### config.mk
export PLATFORM = sky130hd
export DESIGN_NAME = instr_reg_sched
export DESIGN_NICKNAME = d
export VERILOG_FILES = /design/src/rtl/instr_reg_sched.sv
export SDC_FILE = /design/constraint.sdc
export NUM_CORES = 1
export LEC_CHECK = 0
export BUFFER_PORTS_ARGS = -buffer_cell sky130_fd_sc_hd__buf_4
export CAP_MARGIN = 20
export CORE_UTILIZATION = 40
export DETAILED_ROUTE_END_ITERATION = 16
export GPL_TIMING_DRIVEN = 0
export MAX_ROUTING_LAYER = met4
export PLACE_DENSITY_LB_ADDON = 0.3
export SETUP_SLACK_MARGIN = 0.5
export SLEW_MARGIN = 15
export SYNTH_ARGS = -nofsm -noshare
export SYNTH_HDL_FRONTEND = slang
export SYNTH_SLANG_ARGS = --single-unit
### constraint.sdc
create_clock -name clk -period 2.75 [get_ports clk]
set_input_delay 0.275 -clock clk [delete_from_list [all_inputs] [get_ports clk]]
set_output_delay 0.275 -clock clk [all_outputs]
set_load 0.05 [all_outputs]
### src/rtl/instr_reg_sched.sv
// Two-requester instruction scheduler: round-robin grant, registered write to an
// external 32-entry register file, divide-by-zero filtering and a drain FSM.
module instr_reg_sched #(
  parameter int OP_W  = 32,
  parameter int OPC_W = 4,
  parameter int AW    = 5
) (
  input  logic             clk,
  input  logic             reset_n,
  input  logic             valid0,
  input  logic             valid1,
  input  logic [OP_W-1:0]  opa0,
  input  logic [OP_W-1:0]  opb0,
  input  logic [OP_W-1:0]  opa1,
  input  logic [OP_W-1:0]  opb1,
  input  logic [OPC_W-1:0] opc0,
  input  logic [OPC_W-1:0] opc1,
  output logic             ready0,
  output logic             ready1,
  output logic             load_en,
  output logic [OP_W-1:0]  operand_a,
  output logic [OP_W-1:0]  operand_b,
  output logic [OPC_W-1:0] opcode,
  output logic [AW-1:0]    write_pointer,
  output logic [AW-1:0]    read_pointer,
  input  logic             drain_start,
  input  logic             rd_ready,
  output logic             rd_valid,
  output logic [AW:0]      count,
  output logic             full,
  output logic             empty,
  output logic             drain_busy,
  output logic             drain_done,
  output logic             div0_err
);

  localparam int DEPTH = 2 ** AW;

  localparam logic [OPC_W-1:0] OPC_DIV = OPC_W'(6);
  localparam logic [OPC_W-1:0] OPC_MOD = OPC_W'(7);

  localparam logic [0:0] ST_IDLE  = 1'b0;
  localparam logic [0:0] ST_DRAIN = 1'b1;

  logic [0:0]       state_q, state_d;
  logic             lastGrant_q, lastGrant_d;
  logic [AW:0]      count_q, count_d;
  logic [AW-1:0]    wrPtr_q, wrPtr_d;
  logic [AW-1:0]    rdPtr_q, rdPtr_d;
  logic             loadEn_q, loadEn_d;
  logic             div0Err_q, div0Err_d;
  logic             drainDone_q, drainDone_d;
  logic [OP_W-1:0]  opA_q, opA_d;
  logic [OP_W-1:0]  opB_q, opB_d;
  logic [OPC_W-1:0] opc_q, opc_d;

  logic [AW+1:0]    occupancy;
  logic             canGrant;
  logic             accept0, accept1, accept;
  logic [OP_W-1:0]  selA, selB;
  logic [OPC_W-1:0] selOpc;
  logic             isDivZero;
  logic             readFire;

  // A pending load already owns a slot, so it counts toward the full check.
  assign occupancy = {1'b0, count_q} + {{(AW+1){1'b0}}, loadEn_q};
  assign canGrant  = (occupancy != (AW+2)'(DEPTH));

  // lastGrant_q = 1 means requester 1 won last, so requester 0 wins the next tie.
  always_comb begin
    ready0 = 1'b0;
    ready1 = 1'b0;
    if (canGrant) begin
      if (valid0 && valid1) begin
        ready0 = lastGrant_q;
        ready1 = ~lastGrant_q;
      end else begin
        ready0 = valid0;
        ready1 = valid1;
      end
    end
  end

  assign accept0   = valid0 && ready0;
  assign accept1   = valid1 && ready1;
  assign accept    = accept0 || accept1;
  assign selA      = accept1 ? opa1 : opa0;
  assign selB      = accept1 ? opb1 : opb0;
  assign selOpc    = accept1 ? opc1 : opc0;
  assign isDivZero = ((selOpc == OPC_DIV) || (selOpc == OPC_MOD)) && (selB == '0);

  always_comb begin
    loadEn_d    = accept && !isDivZero;
    div0Err_d   = accept && isDivZero;
    lastGrant_d = accept ? accept1 : lastGrant_q;
    opA_d       = loadEn_d ? selA : opA_q;
    opB_d       = loadEn_d ? selB : opB_q;
    opc_d       = loadEn_d ? selOpc : opc_q;
  end

  assign rd_valid = (state_q == ST_DRAIN) && (count_q != '0);
  assign readFire = rd_valid && rd_ready;

  always_comb begin
    count_d = count_q + {{AW{1'b0}}, loadEn_q} - {{AW{1'b0}}, readFire};
    wrPtr_d = wrPtr_q + {{(AW-1){1'b0}}, loadEn_q};
    rdPtr_d = rdPtr_q + {{(AW-1){1'b0}}, readFire};
  end

  // Draining an empty store finishes at once; otherwise stay until the last read empties it.
  always_comb begin
    state_d     = state_q;
    drainDone_d = 1'b0;
    case (state_q)
      ST_IDLE: begin
        if (drain_start) begin
          if ((count_q == '0) && !loadEn_q) begin
            drainDone_d = 1'b1;
          end else begin
            state_d = ST_DRAIN;
          end
        end
      end
      ST_DRAIN: begin
        if (count_d == '0) begin
          state_d     = ST_IDLE;
          drainDone_d = 1'b1;
        end
      end
      default: state_d = ST_IDLE;
    endcase
  end

  always_ff @(posedge clk or negedge reset_n) begin
    if (!reset_n) begin
      state_q     <= ST_IDLE;
      lastGrant_q <= 1'b1;
      count_q     <= '0;
      wrPtr_q     <= '0;
      rdPtr_q     <= '0;
      loadEn_q    <= 1'b0;
      div0Err_q   <= 1'b0;
      drainDone_q <= 1'b0;
      opA_q       <= '0;
      opB_q       <= '0;
      opc_q       <= '0;
    end else begin
      state_q     <= state_d;
      lastGrant_q <= lastGrant_d;
      count_q     <= count_d;
      wrPtr_q     <= wrPtr_d;
      rdPtr_q     <= rdPtr_d;
      loadEn_q    <= loadEn_d;
      div0Err_q   <= div0Err_d;
      drainDone_q <= drainDone_d;
      opA_q       <= opA_d;
      opB_q       <= opB_d;
      opc_q       <= opc_d;
    end
  end

  assign load_en       = loadEn_q;
  assign operand_a     = opA_q;
  assign operand_b     = opB_q;
  assign opcode        = opc_q;
  assign write_pointer = wrPtr_q;
  assign read_pointer  = rdPtr_q;
  assign count         = count_q;
  assign full          = (count_q == (AW+1)'(DEPTH));
  assign empty         = (count_q == '0);
  assign drain_busy    = (state_q == ST_DRAIN);
  assign drain_done    = drainDone_q;
  assign div0_err      = div0Err_q;

endmodule

-- After elaboration in Yosys (flattened, before gate mapping)
Index checks and enable logic that the tools add are counted.
- flip-flop bits (word level): 89
- input bits: 142
- latch bits: 0
- logic and storage cells: 54
- bits in read-only memories: 0
- memories kept: 0
- RAM bits: 0
- $lt $le $gt $ge: 0
- multiply operators: 0
- equality and inequality tests: 4
- bitwise operators: 2
- reduce and logical (&&, ||, !) cells: 17
- div/mod/pow operators: 0
- muxes and demuxes: 15
- shifts and indexed selects: 0
- add/sub/neg operators: 5
- operators with widths (kind ; count):
    2-to-1 mux 32 bit ; 2
    logical NOT 32 bit ; 1
    logical NOT 6 bit ; 2
    adder 5 x 1 -> 5 bit ; 2
    2-to-1 mux 1 bit ; 10
    logical AND 1 bit ; 9
    equality test 4 x 3 -> 1 bit (second input constant) ; 2
    adder 6 x 1 -> 7 bit ; 1
    != test 7 x 6 -> 1 bit (second input constant) ; 1
    adder 6 x 1 -> 6 bit ; 1
    equality test 6 bit (second input constant) ; 1
    nonzero test 6 bit ; 1
    subtractor 6 x 1 -> 6 bit ; 1
    2-to-1 mux 4 bit ; 1
    case mux 1 bit (2 select lines) ; 2
    logical NOT 1 bit ; 2
    logical OR 1 bit ; 2
    inverter 1 bit ; 2

-- Longest topological paths before layout
- word-level depth: 10
- depth in mapped cells: 15

-- Least setup slack after synthesis
No wires, ideal clock.
- path kind: register to register
- from: register count_q[4] (netlist: count[4])
- to: register state_q (netlist: drain_busy)
- arrival: 2.801 ns
- library setup time: 0.144 ns
- path buffers: 0
- stages on the path, launching flop included: 13
- path slack: -0.195 ns
- cell sequence: dfrtp_1 inv_1 ha_1 nand3_1 and3_1 ha_1 inv_1 ha_1 inv_1 fa_1 inv_1 nor4b_1 a41oi_1
- word-level cells in the longest chain between the ends: 7
- ends and longest elaborated chain (what ; line ; text):
    from (decl) ; 47 ; logic [AW:0] count_q, count_d;
    from (signal assigned) ; 150 ; count_q <= count_d;
    nonzero test 6 bit ; 101 ; assign rd_valid = (state_q == ST_DRAIN) && (count_q != '0);
    logical AND 1 bit ; 101 ;
    logical AND 1 bit ; 102 ; assign readFire = rd_valid && rd_ready;
    subtractor 6 x 1 -> 6 bit ; 105 ; count_d = count_q + {{AW{1'b0}}, loadEn_q} - {{AW{1'b0}}, readFire};
    named net count_d[1] ; 47 ;
    logical NOT 6 bit ; 125 ; if (count_d == '0) begin
    2-to-1 mux 1 bit ; 125 ;
    case mux 1 bit (2 select lines) ; 114 ; case (state_q)
    named net state_d ; 45 ; logic [0:0] state_q, state_d;
    to (signal assigned) ; 148 ; state_q <= state_d;
    to (decl) ; 45 ;
The timed path passes the listed nets, and every way through them passes these cells.
A chain may end at the register's enable or synchronous reset.

-- Final worst setup path
- from: register count_q[4] (netlist: count[4])
- to: register opA_q[15] (netlist: operand_a[15])
- word-level cells in the longest chain between the ends: 10
- ends and longest elaborated chain (what ; line ; text):
    adder 6 x 1 -> 7 bit (*) ; 66 ; assign occupancy = {1'b0, count_q} + {{(AW+1){1'b0}}, loadEn_q};
    != test 7 x 6 -> 1 bit (*) ; 67 ; assign canGrant = (occupancy != (AW+2)'(DEPTH));
    2-to-1 mux 1 bit ; 73 ; if (canGrant) begin
    logical AND 1 bit ; 85 ; assign accept1 = valid1 && ready1;
    2-to-1 mux 4 bit ; 89 ; assign selOpc = accept1 ? opc1 : opc0;
    equality test 4 x 3 -> 1 bit ; 90 ; assign isDivZero = ((selOpc == OPC_DIV) || (selOpc == OPC_MOD)) && (selB == '0);
    logical OR 1 bit ; 90 ;
    logical AND 1 bit ; 90 ;
    logical NOT 1 bit ; 93 ; loadEn_d = accept && !isDivZero;
    logical AND 1 bit ; 93 ;
    to (signal assigned) ; 156 ; opA_q <= opA_d;
    to (decl) ; 53 ; logic [OP_W-1:0] opA_q, opA_d;
Every way passes the cells marked *; elsewhere a longest branch is shown, timed or not.

==> impl_metrics.py <==
metrics = {
    "worst_setup_path": {
        "r2r_cells": 13,
        "cp-end-kind": "flip-flop",
        "reg2reg_slack_ns": 0.20,
        "crit_fanout": 5,
        "critPathLaunchType": "flip-flop",
        "cp.arrival_ns": 2.81,
        "crit_type": "reg2reg",
        "worstPathRequired_ns": 3.01,
        "rr_startpoint": "count[4]$_DFF_PN0_",
        "reg2reg_to": "operand_a[15]$_DFFE_PN0P_",
    },
    "grt": {
        "grt_max_degree": 90,
        "grt.overflow.total": 0,
        "grt_pass1_wl_mm": 23.6,
        "grt.total_usage": 0.279,
        "grt_pass1_vias": 4632,
        "grt_antenna_before_repair": 0,
    },
    "detailed_routing": {
        "dr.first_iter.drc_count": 188,
        "ant_nets": 0,
        "drc": 0,
        "via_per_inst": 5.56,
        "via_count": 4545,
        "wl_mm": 15.6,
        "wl_per_cell_um": 19.1,
        "dr.pass1.iters": 4,
    },
    "clock_tree": {
        "cts_root_buffer": "clkbuf_8",
        "cts_tree": "yes",
        "htree_levels": 3,
        "clkLatencyLatePin_ns": 0.37,
        "clkTransAtPathRegs_ns": 0.10,
        "cts_sinks": 89,
        "postCtsHoldBufs": 0,
        "clockBufferDepth": 2,
        "cts_buffers": 9,
    },
    "cells_and_area": {
        "drive_gt1_frac": 0.656,
        "diodes": 0,
        "utilization": 0.733,
        "syn_to_final_growth_pct": 78.9,
        "regArea_mm2": 0.00224,
        "layout_commonest_cell": "buf_4",
        "multiInputGateArea_mm2": 0.00244,
        "final_cell_mix": "261 x buf_4, 81 x dfrtp_1, 63 x a2bb2oi_2",
        "final_nets": 834,
        "fillers": 759,
    },
    "pwr": {
        "leakage_nw": 3.62,
        "peakVddDrop_mv": 0.727,
        "p_per_area_mw_per_mm2": 962,
    },
    "outcome": {
        "violations": "negative hold slack",
        "outcome": "finished with violations",
    },
    "sta": {
        "finalCriticalPeriod_ns": 2.55,
        "clock.fmax_mhz": 392,
        "rsz0062_at_grt": "true",
        "max_slew_margin": 0.451,
        "hold_viol_final": 44,
        "setup_viol": 0,
        "finalSetupTns_ns": 0,
        "hold_ws_ns": -0.0405,
        "max_slew.worst_pin.slew_ns": 0.824,
        "slew_violations": 0,
        "skew_ns": 0.0134,
        "fin_crit_sh": 0.929,
    },
    "synthesis": {
        "syn_area_mm2": 0.00444,
        "synth_flop_cell": "dfrtp_1",
        "ys_seq_elements": 89,
        "synth_area_per_cell_um2": 11.9,
        "yosys_warnings": 0,
        "yosysSeqAreaShare": 0.502,
        "synth_cells": 374,
        "async_flop_share": 1.00,
        "syn_nets": 536,
        "yosys.cell_types.count": 42,
        "synth_enable_flop_cells": 0,
    },
    "floorplanning": {
        "die_x_um": 107,
        "die_h_um": 107,
        "pin_count": 235,
        "core_area_mm2": 0.0108,
        "initial_core_util": 0.410,
        "die_area_mm2": 0.0115,
        "rows": 38,
    },
    "placement": {
        "portBuffers": 234,
        "place_congestion": 0.863,
        "dp_hpwl_mm": 10.7,
    },
    "job": {
        "drv_cap": 0,
    },
    "hold_path": {
        "hold_path.class": "in2async",
    },
}
## critical path, stage by stage, from the launching register on
cell and delay, ns:
dfrtp_2 0.45, buf_4 0.16, ha_1 0.20, nand2b_1 0.15
a21oi_2 0.20, o2111ai_4 0.20, nand2_4 0.12, buf_8 0.11
buf_12 0.10, mux2i_4 0.25, buf_6 0.18, buf_12 0.11
clkbuf_16 0.12, a2bb2oi_1 0.07
## worst max path at each step
stage | from | to | slack, ns
after floorplan | count[3]$_DFF_PN0_ | drain_done$_DFF_PN0_ | 0.19
after CTS | count[2]$_DFF_PN0_ | drain_busy$_DFF_PN0_ | 0.21
after detailed placement | count[1]$_DFF_PN0_ | drain_busy$_DFF_PN0_ | 0.12
final | count[4]$_DFF_PN0_ | operand_a[15]$_DFFE_PN0P_ | 0.20
after global routing | count[2]$_DFF_PN0_ | count[4]$_DFF_PN0_ | 0.11
after global placement | count[1]$_DFF_PN0_ | drain_busy$_DFF_PN0_ | 0.17
## state kept, by name (all words and copies together) (netlist names)
register and count:
write_pointer 5, opcode 4, count 6, load_en 1
div0_err 1, drain_busy 1, lastGrant_q 1, drain_done 1
operand_a 32, read_pointer 5, operand_b 32
## Yosys cell counts, types with 3 or more instances
library cell | n | area (um2)
a2bb2oi_1 | 37 | 324
xor2_1 | 3 | 26.3
nand2_1 | 8 | 30.0
o22ai_1 | 66 | 413
ha_1 | 19 | 238
dfrtp_1 | 88 | 2200
nand3_1 | 11 | 55.1
nor3_1 | 6 | 30.0
inv_1 | 15 | 56.3
a21oi_1 | 8 | 40.0
buf_2 | 5 | 25.0
clkbuf_1 | 13 | 48.8
xnor2_1 | 8 | 70.1
buf_1 | 4 | 15.0
buf_6 | 4 | 45.0
nor2_1 | 3 | 11.3
nor4_1 | 14 | 87.6
a2bb2oi_2 | 29 | 435
## through the flow
stage	total power [W]	cell area (um2)	std cells	hold slack, ns	setup WS, ns
floorplan	0.00469	4600	374	-0.0206	0.187
global placement	0.00579	6530	748	0.450	0.172
detailed placement	0.00589	6530	748	0.455	0.120
CTS	0.00746	7830	811	0.167	0.212
global route	0.00800	7940	817	0.0379	0.106
finish	0.00764	7940	817	-0.0405	0.196
## metal layers
metal	global-route usage	wire (um)	vias to the layer above
met2	0.476	8160	215
met5	-	0	-
met1	0.318	6060	2235
met4	0.142	573	0
li1	-	-	2056
met3	0.0430	806	39
## repair_timing
item,CTS,global route
resized for setup,111,20
hold endpoints to repair,0,0
endpoints found under the setup margin,76,78
setup buffers,38,6
pin swaps,45,9
cloned,9,0
## where the power goes
group	switching, W	internal (W)	leakage (nW)
Sequential	0.000351	0.00171	1.02
Combinational	0.00268	0.00195	2.50
Clock	0.000505	0.000436	0.102
Total	0.00354	0.00410	3.62
## area by class of cell
type                    count  area share
clock buffers               9      0.0156
inverters                  17     0.00866
repair buffers            287       0.307
plain buffers              28      0.0468
well taps                 140      0.0221
multi-input cells         240       0.307
flip-flops and latches     89       0.282
clock inverters             7      0.0102
## kinds of logic (layout without fill, tap and decap cells)
| family | Yosys count | in the layout | synth area share |
|---|---|---|---|
| adder cells (fa/ha/maj) | 20 | 20 | 0.0580 |
| multiplexers | 1 | 1 | 0.00225 |
| AO/OA/AOI/OAI | 154 | 154 | 0.301 |
| buffers and inverters | 45 | 348 | 0.0479 |
| AND/OR/NAND/NOR | 54 | 54 | 0.0671 |
| XOR/XNOR | 11 | 11 | 0.0217 |
| flip-flops | 89 | 89 | 0.502 |
Note: power is estimated with default switching activity, not from simulation.
